<file path="config.mk">
export PLATFORM = sky130hd
export DESIGN_NAME = controle_microondas
export DESIGN_NICKNAME = d
export VERILOG_FILES = /design/src/rtl/controle_microondas.sv
export SDC_FILE = /design/constraint.sdc
export NUM_CORES = 1
export LEC_CHECK = 0
export BUFFER_PORTS_ARGS = -buffer_cell sky130_fd_sc_hd__buf_2
export CORE_AREA = 4 4 41 43
export DETAILED_ROUTE_END_ITERATION = 10
export DIE_AREA = 0 0 45 47
export GPL_ROUTABILITY_DRIVEN = 0
export PLACE_DENSITY = 0.76
export SYNTH_ARGS = -nofsm -noshare
export SYNTH_HDL_FRONTEND = slang
export SYNTH_SLANG_ARGS = --single-unit
</file>
<file path="constraint.sdc">
create_clock -name CLK -period 4.2 [get_ports CLK]
set_input_delay 0.42 -clock CLK [delete_from_list [all_inputs] [get_ports CLK]]
set_output_delay 0.42 -clock CLK [all_outputs]
set_load 0.02 [all_outputs]
</file>
<file path="src/rtl/controle_microondas.sv">
// Microwave oven control FSM: keypad entry, cook/pause/done sequencing, countdown strobes.
// Optional done alarm (beep port, tick counter) enabled by `define MICROONDAS_ALARME_EN.
module controle_microondas #(
   parameter int BEEP_CYCLES = 8
) (
   input  logic       CLK,
   input  logic       clear,
   input  logic       key_valid,
   input  logic [3:0] key_digit,
   input  logic       start,
   input  logic       stop_clear,
   input  logic       door_closed,
   input  logic       tick_1hz,
   input  logic       timer_done,
   output logic [3:0] cnt_data,
   output logic       cnt_load,
   output logic       cnt_enable,
   output logic       cnt_clear,
   output logic       mag_on,
`ifdef MICROONDAS_ALARME_EN
   output logic       beep,
`endif
   output logic [2:0] state_o
);

   localparam logic [2:0] IDLE    = 3'd0;
   localparam logic [2:0] ENTRY   = 3'd1;
   localparam logic [2:0] COOKING = 3'd2;
   localparam logic [2:0] PAUSED  = 3'd3;
   localparam logic [2:0] DONE    = 3'd4;

   if (BEEP_CYCLES < 1) begin : g_bad_param
      $error("BEEP_CYCLES must be at least 1");
   end

   logic [2:0] state_q, state_d;
   logic [1:0] count_q, count_d;
   logic [3:0] cnt_data_q, cnt_data_d;
   logic       cnt_load_q, cnt_load_d;
   logic       cnt_enable_q, cnt_enable_d;
   logic       cnt_clear_q, cnt_clear_d;
   logic       key_ok;

`ifdef MICROONDAS_ALARME_EN
   localparam int BW = $clog2(BEEP_CYCLES + 1);
   localparam logic [BW-1:0] BEEP_LAST = BW'(BEEP_CYCLES - 1);
   logic [BW-1:0] beep_cnt_q, beep_cnt_d;
`endif

   assign key_ok = key_valid && (key_digit <= 4'd9) && (count_q != 2'd3);

   always_comb begin
      state_d      = state_q;
      count_d      = count_q;
      cnt_data_d   = cnt_data_q;
      cnt_load_d   = 1'b0;
      cnt_enable_d = 1'b0;
      cnt_clear_d  = 1'b0;
`ifdef MICROONDAS_ALARME_EN
      beep_cnt_d   = beep_cnt_q;
`endif
      case (state_q)
         IDLE: begin
            if (!stop_clear && key_ok) begin
               cnt_data_d = key_digit;
               cnt_load_d = 1'b1;
               count_d    = count_q + 2'd1;
               state_d    = ENTRY;
            end
         end
         ENTRY: begin
            if (stop_clear) begin
               cnt_clear_d = 1'b1;
               count_d     = 2'd0;
               state_d     = IDLE;
            end else if (start && door_closed && !timer_done) begin
               state_d = COOKING;
            end else if (key_ok) begin
               cnt_data_d = key_digit;
               cnt_load_d = 1'b1;
               count_d    = count_q + 2'd1;
            end
         end
         COOKING: begin
            // An open door wins over the tick, so that second is not counted.
            if (!door_closed || stop_clear) begin
               state_d = PAUSED;
            end else if (timer_done) begin
               state_d = DONE;
`ifdef MICROONDAS_ALARME_EN
               beep_cnt_d = '0;
`endif
            end else if (tick_1hz) begin
               cnt_enable_d = 1'b1;
            end
         end
         PAUSED: begin
            if (stop_clear) begin
               cnt_clear_d = 1'b1;
               count_d     = 2'd0;
               state_d     = IDLE;
            end else if (start && door_closed) begin
               state_d = COOKING;
            end
         end
         DONE: begin
`ifdef MICROONDAS_ALARME_EN
            if (stop_clear || (tick_1hz && beep_cnt_q == BEEP_LAST)) begin
               cnt_clear_d = 1'b1;
               count_d     = 2'd0;
               state_d     = IDLE;
            end else if (tick_1hz) begin
               beep_cnt_d = beep_cnt_q + BW'(1);
            end
`else
            cnt_clear_d = 1'b1;
            count_d     = 2'd0;
            state_d     = IDLE;
`endif
         end
         default: state_d = IDLE;
      endcase
   end

   always_ff @(posedge CLK) begin
      if (clear) begin
         state_q      <= IDLE;
         count_q      <= 2'd0;
         cnt_data_q   <= 4'd0;
         cnt_load_q   <= 1'b0;
         cnt_enable_q <= 1'b0;
         cnt_clear_q  <= 1'b1;
`ifdef MICROONDAS_ALARME_EN
         beep_cnt_q   <= '0;
`endif
      end else begin
         state_q      <= state_d;
         count_q      <= count_d;
         cnt_data_q   <= cnt_data_d;
         cnt_load_q   <= cnt_load_d;
         cnt_enable_q <= cnt_enable_d;
         cnt_clear_q  <= cnt_clear_d;
`ifdef MICROONDAS_ALARME_EN
         beep_cnt_q   <= beep_cnt_d;
`endif
      end
   end

   assign cnt_data   = cnt_data_q;
   assign cnt_load   = cnt_load_q;
   assign cnt_enable = cnt_enable_q;
   assign cnt_clear  = cnt_clear_q;
   assign state_o    = state_q;
   assign mag_on     = (state_q == COOKING) && door_closed;
`ifdef MICROONDAS_ALARME_EN
   assign beep       = (state_q == DONE);
`endif

endmodule

</file>
==> flow_summary.json <==
{
  "status": "finished clean",
  "final_cell_mix": "22 x buf_2, 12 x dfxtp_1, 7 x nor2_1",
  "final_area_um2": 757,
  "grt_max_degree": 13,
  "slew_viol_final": 0,
  "grt_use_met1_pct": 16.9,
  "first_pass_iters": 5,
  "cp-start-kind": "register",
  "power.density_nw_per_um2": 506,
  "slew_headroom_pct": 70.6,
  "slowest_delay_ns": 0.40,
  "min_path_type": "primary input to register",
  "critPathCapture": "mag_on",
  "wl_per_cell_um": 12.9,
  "n_fill_cell": 129,
  "post_cts_buffers": 0,
  "cts_root_buf": "clkbuf_4",
  "crit_arrival_ns": 1.30,
  "antenna_found_initial": 0,
  "yosys.area_share.xor_xnor_pct": 0,
  "port_buffers": 22,
  "synth_adder_area_share_pct": 2.03,
  "die_w_um": 45,
  "layout.nets": 101,
  "busiest_layer": "met2",
  "fin_skew_ns": 0.000594,
  "placedCellCount": 98,
  "cp-end-kind": "primary output",
  "num_vias": 567,
  "postCtsHoldBufs": 0,
  "synth_flop_cell": "dfxtp_1",
  "finalSetupTns_ns": 0,
  "synth_cells": 63,
  "setup_viol": 0,
  "synth-simple-area-share_pct": 27.2,
  "netlist_area_um2": 617,
  "final_common_cell": "buf_2",
  "clk-insertion-delay-late_ns": 0.27,
  "path_class": "register to primary output",
  "r2r_slack_ns": 2.58,
  "grt_pass1_vias": 530,
  "crit-reg2reg-launch": "count_q[0]",
  "required_ns": 3.78,
  "cp_max_fo": 9,
  "initial_core_util_pct": 47.4,
  "cts.clk_slew.worst_paths_ns": 0.07,
  "place_area_um2": 734,
  "drc": 0,
  "muxShareOfSynthArea_pct": 8.11,
  "rows": 13,
  "tightest_slew_ns": 0.440,
  "grt.met3_usage_pct": 5.75,
  "postRouteAntennaNets": 0,
  "vias_per_cell": 5.61,
  "synth_seq_area_share_pct": 38.9,
  "cts_tree": "built",
  "h-tree-depth": 1,
  "max_freq_ghz": 0.583,
  "crit_start": "state_o[2]",
  "hpwl_um": 999,
  "grtUsageMet2_pct": 24.3,
  "async_reset_ff_share_pct": 0,
  "drive_gt1_share_pct": 37.2,
  "report.final.hold_viol_count": 0,
  "drt_wl_total_um": 1310,
  "synth-seq-cells": 12,
  "irDropWorstVdd_mv": 0.359,
  "fin_crit_sh_pct": 40.8,
  "p_leak_nw": 0.365,
  "area_growth_pct": 22.7,
  "antennaDiodeCount": 0,
  "fin_crit_ns": 1.72,
  "pin_count": 23,
  "synth_edf_count": 0,
  "synth_top_family_by_area": "simple AND/OR/NAND/NOR gates",
  "syn_nets": 76,
  "grt_pass1_wl_um": 2210,
  "die_h_um": 47,
  "syn_avg_cell_area_um2": 9.79,
  "grt_overflow": 0,
  "rsz0062_at_grt": "no",
  "worst_path_max_delay_cell": "dfxtp_1",
  "synth_compound_area_share_pct": 19.5,
  "clock_path_buffers": 2,
  "r2r_end": "count_q[1]",
  "instances_no_fill": 101,
  "cts_buffers": 3,
  "die-area_um2": 2120,
  "ys_warn_count": 0,
  "first_iter_violations": 8,
  "ys_types": 34,
  "cp_cell_sequence": "nor2_1 > and3_1 > buf_2",
  "reg2regPathDepth": 5,
  "cts.sinks": 12,
  "grt_use_total_pct": 15.0,
  "ctsResizeCount": 0,
  "maxCapViolations": 0,
  "core_area_um2": 1300
}
==> cells in the mapped netlist, types with 2 or more instances <==
library cell / n / area (µm²)
a21oi_1: 2 / 10.0
dfxtp_1: 12 / 240
inv_1: 3 / 11.3
mux2i_1: 5 / 50.1
nand2b_1: 5 / 31.3
nand3_1: 2 / 10.0
nor2_1: 7 / 26.3
==> cell families after synthesis <==
logic type      count (synthesis)
simple gates                   25
flops                          12
buf+inv                         6
fa+ha+maj                       1
compound gates                 14
mux                             5
==> sequential cells by signal (all words and copies together) (netlist names) <==
| name | count |
|---|---|
| cnt_enable | 1 |
| count_q | 2 |
| cnt_clear | 1 |
| cnt_load | 1 |
| cnt_data | 4 |
| state_o | 3 |
==> worst min path at each step <==
stage	slack, ns	from	cells past startpoint	end
floorplan	0.45	count_q[1]	2	count_q[1]
global placement	0.47	count_q[1]	2	count_q[1]
detailed placement	0.47	count_q[1]	2	count_q[1]
CTS	0.38	key_digit[0]	3	cnt_data[0]
global route	0.40	key_digit[3]	3	cnt_data[3]
finish	0.38	key_digit[0]	3	cnt_data[0]
==> routing by layer <==
layer	vias up	wire [µm]
li1	285	-
met1	262	580
met2	15	624
met3	5	74
met4	0	27
met5	-	0
==> worst max-delay path, delay by kind of cell, from the launching register on <==
family	cells	cell delay (ns)
flops	1	0.40
simple gates	2	0.47
buf+inv	1	0.15
==> power by group <==
group          leakage, nW  total [mW]  internal (mW)  switching [mW]
combinational        0.253       0.154         0.0653          0.0882
sequential          0.0980       0.161          0.131          0.0299
clock               0.0138      0.0685         0.0332          0.0353
==> through the flow <==
| step | power (mW) | setup slack [ns] | util [%] | hold WS [ns] |
|---|---|---|---|---|
| after global placement | 0.316 | 2.61 | 56.4 | 0.472 |
| after floorplan | 0.281 | 2.66 | - | 0.453 |
| final | 0.383 | 2.48 | 58.2 | 0.385 |
| after global routing | 0.413 | 2.38 | 58.2 | 0.400 |
| after CTS | 0.388 | 2.49 | 58.2 | 0.380 |
| after detailed placement | 0.317 | 2.60 | 56.4 | 0.469 |
==> cell type report <==
| class | instances | area [µm²] | share of cell area, % |
|---|---|---|---|
| clock buffers | 3 | 22.5 | 2.98 |
| multi-input cells | 45 | 350 | 46.3 |
| inverters | 4 | 15.0 | 1.98 |
| repair buffers | 22 | 110 | 14.5 |
| flip-flops and latches | 12 | 240 | 31.7 |
| well taps | 15 | 18.8 | 2.48 |
No activity file was read; power rests on OpenSTA's default activity.
